===== src/rtl/linear_pkg.sv =====
`default_nettype none
// ============================================================================
// Module      : linear_pkg
// Description : Shared types, frame constants and helpers for the linear
//               operand path (feeder -> multiplier_top).
// Revision    : 1.0 - initial release
// ============================================================================
package linear_pkg;

    localparam int PRECISION      = 8;
    localparam int BIAS_PRECISION = 32;
    localparam int NUM_FEATURES   = 2;
    localparam int N              = 16;

    // One weight vector followed by NUM_FEATURES feature vectors.
    localparam int FRAME_LEN      = N * (NUM_FEATURES + 1);

    typedef logic [PRECISION-1:0]      byte_t;
    typedef logic [BIAS_PRECISION-1:0] bias_t;

    // Width of a counter that indexes 0..len-1; never narrower than 1 bit.
    function automatic int cnt_width(input int len);
        return (len > 1) ? $clog2(len) : 1;
    endfunction

endpackage
`default_nettype wire


===== src/rtl/linear_input_feeder.sv =====
`default_nettype none
// ============================================================================
// Module      : linear_input_feeder
// Description : Deserializes a byte stream into one weight vector and
//               NUM_FEATURES feature vectors, presents them on registered
//               parallel outputs with a bias, and pulses ce per good frame.
// Revision    : 1.0 - initial release
// ============================================================================
module linear_input_feeder #(
    parameter int PRECISION      = 8,
    parameter int BIAS_PRECISION = 32,
    parameter int NUM_FEATURES   = 2,
    parameter int N              = 16
) (
    input  logic                      clk,
    input  logic                      rst,
    input  logic                      en,
    input  logic [PRECISION-1:0]      s_data,
    input  logic                      s_valid,
    input  logic                      s_last,
    output logic                      s_ready,
    input  logic [BIAS_PRECISION-1:0] bias_in,
    input  logic                      bias_load,
    output logic [PRECISION-1:0]      weights_out  [N],
    output logic [PRECISION-1:0]      features_out [NUM_FEATURES][N],
    output logic [BIAS_PRECISION-1:0] bias_out,
    output logic                      ce,
    output logic                      frame_err
);
    import linear_pkg::*;

    localparam int             FLEN     = N * (NUM_FEATURES + 1);
    localparam int             CW       = cnt_width(FLEN);
    localparam logic [CW-1:0]  LAST_IDX = CW'(FLEN - 1);

    // The counter alone encodes the load phase: below N it addresses weights,
    // above it addresses features, so no separate state register is kept.
    logic [CW-1:0]        cnt_q;
    logic [CW-1:0]        cnt_d;
    logic [PRECISION-1:0] shadow_q [FLEN];
    logic [PRECISION-1:0] w_frame  [FLEN];
    logic                 w_hs;
    logic                 w_at_last;
    logic                 w_frame_ok;
    logic                 w_frame_bad;

    assign s_ready     = en;
    assign w_hs        = s_valid && en;
    assign w_at_last   = (cnt_q == LAST_IDX);
    assign w_frame_ok  = w_hs && w_at_last && s_last;
    // Either an early s_last or a missing one on the final slot.
    assign w_frame_bad = w_hs && (w_at_last ^ s_last);

    // Next byte position: wrap on any frame end (good or bad), else step.
    always_comb begin
        cnt_d = cnt_q;
        if (w_hs) begin
            cnt_d = (w_at_last || s_last) ? '0 : cnt_q + 1'b1;
        end
    end

    // Complete frame image: shadow bytes plus the byte arriving this cycle,
    // so outputs update on the same edge as the final handshake.
    always_comb begin
        w_frame           = shadow_q;
        w_frame[FLEN-1]   = s_data;
    end

    // Counter, shadow capture, output publish, bias and status pulses.
    always_ff @(posedge clk) begin
        if (!rst) begin
            cnt_q     <= '0;
            ce        <= 1'b0;
            frame_err <= 1'b0;
            bias_out  <= '0;
            for (int k = 0; k < FLEN; k++) begin
                shadow_q[k] <= '0;
            end
            for (int i = 0; i < N; i++) begin
                weights_out[i] <= '0;
            end
            for (int f = 0; f < NUM_FEATURES; f++) begin
                for (int i = 0; i < N; i++) begin
                    features_out[f][i] <= '0;
                end
            end
        end else begin
            cnt_q     <= cnt_d;
            ce        <= w_frame_ok;
            frame_err <= w_frame_bad;

            if (bias_load) begin
                bias_out <= bias_in;
            end

            if (w_hs && !w_at_last && !s_last) begin
                shadow_q[cnt_q] <= s_data;
            end

            if (w_frame_ok) begin
                for (int i = 0; i < N; i++) begin
                    weights_out[i] <= w_frame[i];
                end
                for (int f = 0; f < NUM_FEATURES; f++) begin
                    for (int i = 0; i < N; i++) begin
                        features_out[f][i] <= w_frame[N + f*N + i];
                    end
                end
            end
        end
    end

endmodule
`default_nettype wire


===== config.mk =====
export PLATFORM = sky130hd
export DESIGN_NAME = linear_input_feeder
export DESIGN_NICKNAME = d
export VERILOG_FILES = /design/src/rtl/linear_pkg.sv /design/src/rtl/linear_input_feeder.sv
export SDC_FILE = /design/constraint.sdc
export NUM_CORES = 2
export LEC_CHECK = 0
export CORE_UTILIZATION = 50
export DETAILED_ROUTE_END_ITERATION = 10
export GPL_TIMING_DRIVEN = 1
export PLACE_DENSITY_LB_ADDON = 0.1
export SLEW_MARGIN = 20
export SYNTH_ARGS = -nofsm -noshare
export SYNTH_HDL_FRONTEND = slang
export SYNTH_SLANG_ARGS = --single-unit

===== constraint.sdc =====
create_clock -name clk -period 2.25 [get_ports clk]
set_input_delay 0.675 -clock clk [delete_from_list [all_inputs] [get_ports clk]]
set_output_delay 0.675 -clock clk [all_outputs]
set_load 0.02 [all_outputs]

Word level (Yosys, flattened, before mapping). Cells that the tools add are included.

$add $sub $neg: 1. Magnitude comparators: 2. Equality and inequality tests: 1. Muxes and demuxes: 4. Bitwise gates (word level): 2. Reductions and logical operators: 10.

Operators by type and width (count): 384-bit bitwise mux (1); 8-bit demux with 6-bit select (1); 8-bit two-way mux (1); 7-bit >= comparator (second input constant) (1); 1-bit logical AND (7); 7-bit by 1-bit less-than comparator with 1-bit output (second input constant) (1); 6-bit NOT with 7-bit output (1); 6-bit by 1-bit adder with 6-bit output (second input constant) (1); 6-bit == test (second input constant) (1); 6-bit two-way mux (1); 1-bit zero test (2); 1-bit logical OR (1); 1-bit XOR (1).

Flip-flop bits (word level): 808. Output and inout bits: 419. Logic and storage cells: 120.

Longest topological paths before layout.
Depth in word-level cells: 6. Depth in mapped cells: 7. Gate-level depth less buffers: 6.

Worst setup path before layout. Ideal clock, no wire load.

Path type: in2reg. Start point: in s_last. End point: reg shadow_q[192] (netlist name). Library setup time: 0.072 ns. Arrival: 1.799 ns. Setup slack: 0.379 ns. Stages on the path: 4. Path buffers: 1. Cells stage by stage: nand4b_4 > buf_12 > nor3_4 > mux2i_1.

Longest elaborated chain between the ends: 2.

Ends and longest elaborated chain: start, declared (line linear_input_feeder.sv:20) `input logic s_last,`; 1-bit zero test (line linear_input_feeder.sv:96) `if (w_hs && !w_at_last && !s_last) begin`; 1-bit logical AND (line linear_input_feeder.sv:96); end signal, assigned by index (line linear_input_feeder.sv:97) `shadow_q[cnt_q] <= s_data;`; end, declared (line linear_input_feeder.sv:40) `logic [PRECISION-1:0] shadow_q [FLEN];`.

No other way between the ends. A chain may end at the register's enable or synchronous reset.

Worst setup path in the final report.
Start point: in en. End point: out s_ready.

RTL lines: start, declared (line linear_input_feeder.sv:17) `input logic en,`; end, declared (line linear_input_feeder.sv:21) `output logic s_ready,`.

No word-level cell between the ends.

==> impl_metrics.py <==
metrics = {
    "critical_path": {
        "r2r_end": "features_out[111]",
        "critPathTopFamily": "buffers and inverters",
        "cp.arrival_ns": 1.49,
        "timing.rr.start": "cnt_q[3]",
        "start_kind": "input pin",
        "criticalPathCategory": "in -> out",
        "reg2reg_setup_slack_ns": 0.27,
        "timing.critical_path.required_ns": 1.57,
        "max_stage_delay_ns": 0.48,
        "cpMaxStageDelayCell": "clkdlybuf4s50_1",
        "critPathBufInv": 2,
        "path_cells": "clkdlybuf4s50_1 > dlygate4sd2_1",
        "critPathCaptureType": "output pin",
        "worst-r2r-cell-count": 5,
        "crit_fanout": 2,
    },
    "synthesis": {
        "ys_warn_count": 0,
        "synth_area_per_cell_um2": 10.8,
        "syn-num-nets": 2753,
        "ys_seq_area_share_pct": 54.8,
        "synth_area_um2": 29200,
        "synth_ff_type": "dfxtp_1",
        "netlist_instances": 2704,
        "async_flop_share_pct": 0,
        "ys_seq_elements": 800,
        "ys_types": 44,
        "synth_edf_count": 0,
    },
    "clock_tree": {
        "clock_sinks": 800,
        "clk_pin_slew_ns": 0.05,
        "htreeDepth": 3,
        "clock_latency_ns": 0.61,
        "cts-buffers-inserted": 81,
        "clock-root-buffer": "clkbuf_16",
        "cts_buffer_depth": 3,
        "cts_tree": "built",
    },
    "power": {
        "ir_worst_vdd_mv": 0.600,
        "p_per_area_nw_per_um2": 777,
        "switchingPower_uw": 6180,
        "power_frac_seq_pct": 48.0,
        "p_comb_share_pct": 3.0,
        "cell_internal_pwr_uw": 23500,
        "sw_frac_of_total_pct": 20.9,
        "leakagePower_uw": 0.0198,
        "p_clk_share_pct": 49.1,
    },
    "job": {
        "drv_cap": 0,
    },
    "floorplan": {
        "coreArea_um2": 57700,
        "initial_utilization_pct": 50.7,
        "die-width_um": 244,
        "die_h_um": 244,
        "ioPinCount": 465,
        "die-area_um2": 59400,
        "rows": 88,
    },
    "grt": {
        "grt_pass1_wl_um": 120000,
        "overflow": 0,
        "grt_pass1_vias": 21129,
        "grt_use_total_pct": 25.8,
        "grt_max_degree": 97,
        "antenna_found_initial": 2,
    },
    "sta": {
        "rsz0062_at_grt": "no",
        "slew_headroom_pct": 51.4,
        "finalSetupViolations": 0,
        "hold_viol": 0,
        "fmax_ghz": 0.461,
        "slew_viol_final": 0,
        "worst_pin_slew_ns": 0.727,
        "fin_crit_sh_pct": 96.4,
        "fin_hold_ws_ns": 0.456,
        "min_period_ns": 2.17,
        "clock_skew_ns": 0.0115,
    },
    "routing": {
        "remaining_drc_errors": 0,
        "vias": 20799,
        "first_pass_iters": 5,
        "drt_iter0_drc": 1205,
        "viasPerCell": 5.18,
        "routed_wl_um": 77800,
        "drtAntennaViolNets": 0,
        "wire_per_inst_um": 19.4,
    },
    "layout": {
        "final_nets": 3230,
        "fillers": 4598,
        "syn2layout_area_growth_pct": 30.6,
        "final_common_cell": "dfxtp_1",
        "multi_input_area_um2": 12100,
        "drive_gt1_share_pct": 10.3,
        "stdcell_count": 4017,
        "final_cell_mix": "800 x dfxtp_1, 792 x mux2i_1, 768 x nand2_1, 401 x dlygate4sd2_1, 87 x clkbuf_16",
        "seq_area_um2": 16000,
    },
    "status": {
        "status": "completed",
    },
    "placement": {
        "hpwl_um": 50700,
        "dp.cells": 3863,
        "portBuffers": 464,
        "gp_congestion": 0.810,
    },
    "min_path": {
        "hold_class": "reg -> reg",
        "hold_depth": 2,
        "min_from": "features_out[128]",
        "whs_endpoint": "features_out[128]",
    },
}
-- flip-flops by register name (all words and copies together), names as in the netlist --
signal	cells
ce	1
cnt_q	6
frame_err	1
features_out	256
shadow_q	376
bias_out	32
weights_out	128
-- logic make-up (layout without fill, tap and decap cells) --
| group | after synthesis | count (layout) | synth area share [%] |
|---|---|---|---|
| adders and majority gates | 3 | 3 | 0.128 |
| DFF | 800 | 800 | 54.8 |
| and+or+nand+nor | 895 | 895 | 13.9 |
| buffers and inverters | 204 | 749 | 3.89 |
| muxes | 792 | 792 | 27.1 |
| other | 0 | 3 | 0 |
| AOI/OAI and AO/OA | 10 | 10 | 0.197 |
-- stage by stage --
| stage | power, uW | TNS (ns) | utilization (%) | worst slack [ns] | cell area [um^2] |
|---|---|---|---|---|---|
| final | 29700 | 0 | 66.2 | 0.0808 | 38200 |
| after global routing | 30500 | 0 | 66.2 | 0.0561 | 38200 |
| after CTS | 29900 | 0 | 66.1 | 0.0000120 | 38100 |
| after detailed placement | 15400 | -138.82 | 61.9 | -0.278 | 35700 |
| after global placement | 15400 | -127.40 | 61.9 | -0.264 | 35700 |
| after floorplan | 15000 | 0 | - | 0.379 | 29200 |
-- worst max-delay path by stage --
| stage | startpoint | to | cells past startpoint |
|---|---|---|---|
| floorplan | s_last | shadow_q[192] | 4 |
| global placement | en | shadow_q[376] | 8 |
| detailed placement | en | shadow_q[120] | 8 |
| CTS | features_out[156] | features_out[156] | 1 |
| global route | en | s_ready | 2 |
| finish | en | s_ready | 2 |
-- power by group through the flow --
| stage | Clock (uW) | Combinational [uW] | Sequential [uW] |
|---|---|---|---|
| floorplan | 0 | 411 | 14600 |
| global placement | 0 | 892 | 14500 |
| detailed placement | 0 | 904 | 14500 |
| CTS | 14800 | 885 | 14200 |
| global route | 15400 | 930 | 14200 |
| finish | 14500 | 884 | 14200 |
-- cells in the mapped netlist (5+ instances only) --
cell type    n  area share, %
dfxtp_1    800             55
mux2i_1    792             27
nand2_1    776             10
clkbuf_1   127            1.6
buf_6       42            1.6
nor2_1      35           0.45
nor3_4      23            1.3
buf_2       20           0.34
nand3_2     14           0.48
buf_1        8           0.10
a21oi_1      6           0.10
nand3_1      5          0.086
-- repair_timing --
| action | 4_1_cts | 5_1_grt |
|---|---|---|
| endpoints found under the setup margin | 401 | 18 |
| resized for setup | 401 | 18 |
| buffers inserted | 0 | 0 |
| hold buffers | 0 | 0 |
-- cell type report --
class,count,area share [%]
Tap cell,765,2.51
Timing Repair Buffer,596,16.1
Inverter,2,0.0197
Multi-Input combinational cell,1700,31.7
Sequential cell,800,41.9
Clock buffer,118,6.45
Antenna cell,3,0.0197
Clock inverter,33,1.26
-- metal layers --
layer  global-route usage, %  share of wire [%]  wire (um)
met2                    43.4                 48      37600
met1                    33.5                 44      34100
met3                    4.36                5.2       4050
met4                    8.35                2.6       2010
met5                       0                  0          0
No activity file was read; power rests on OpenSTA's default activity.
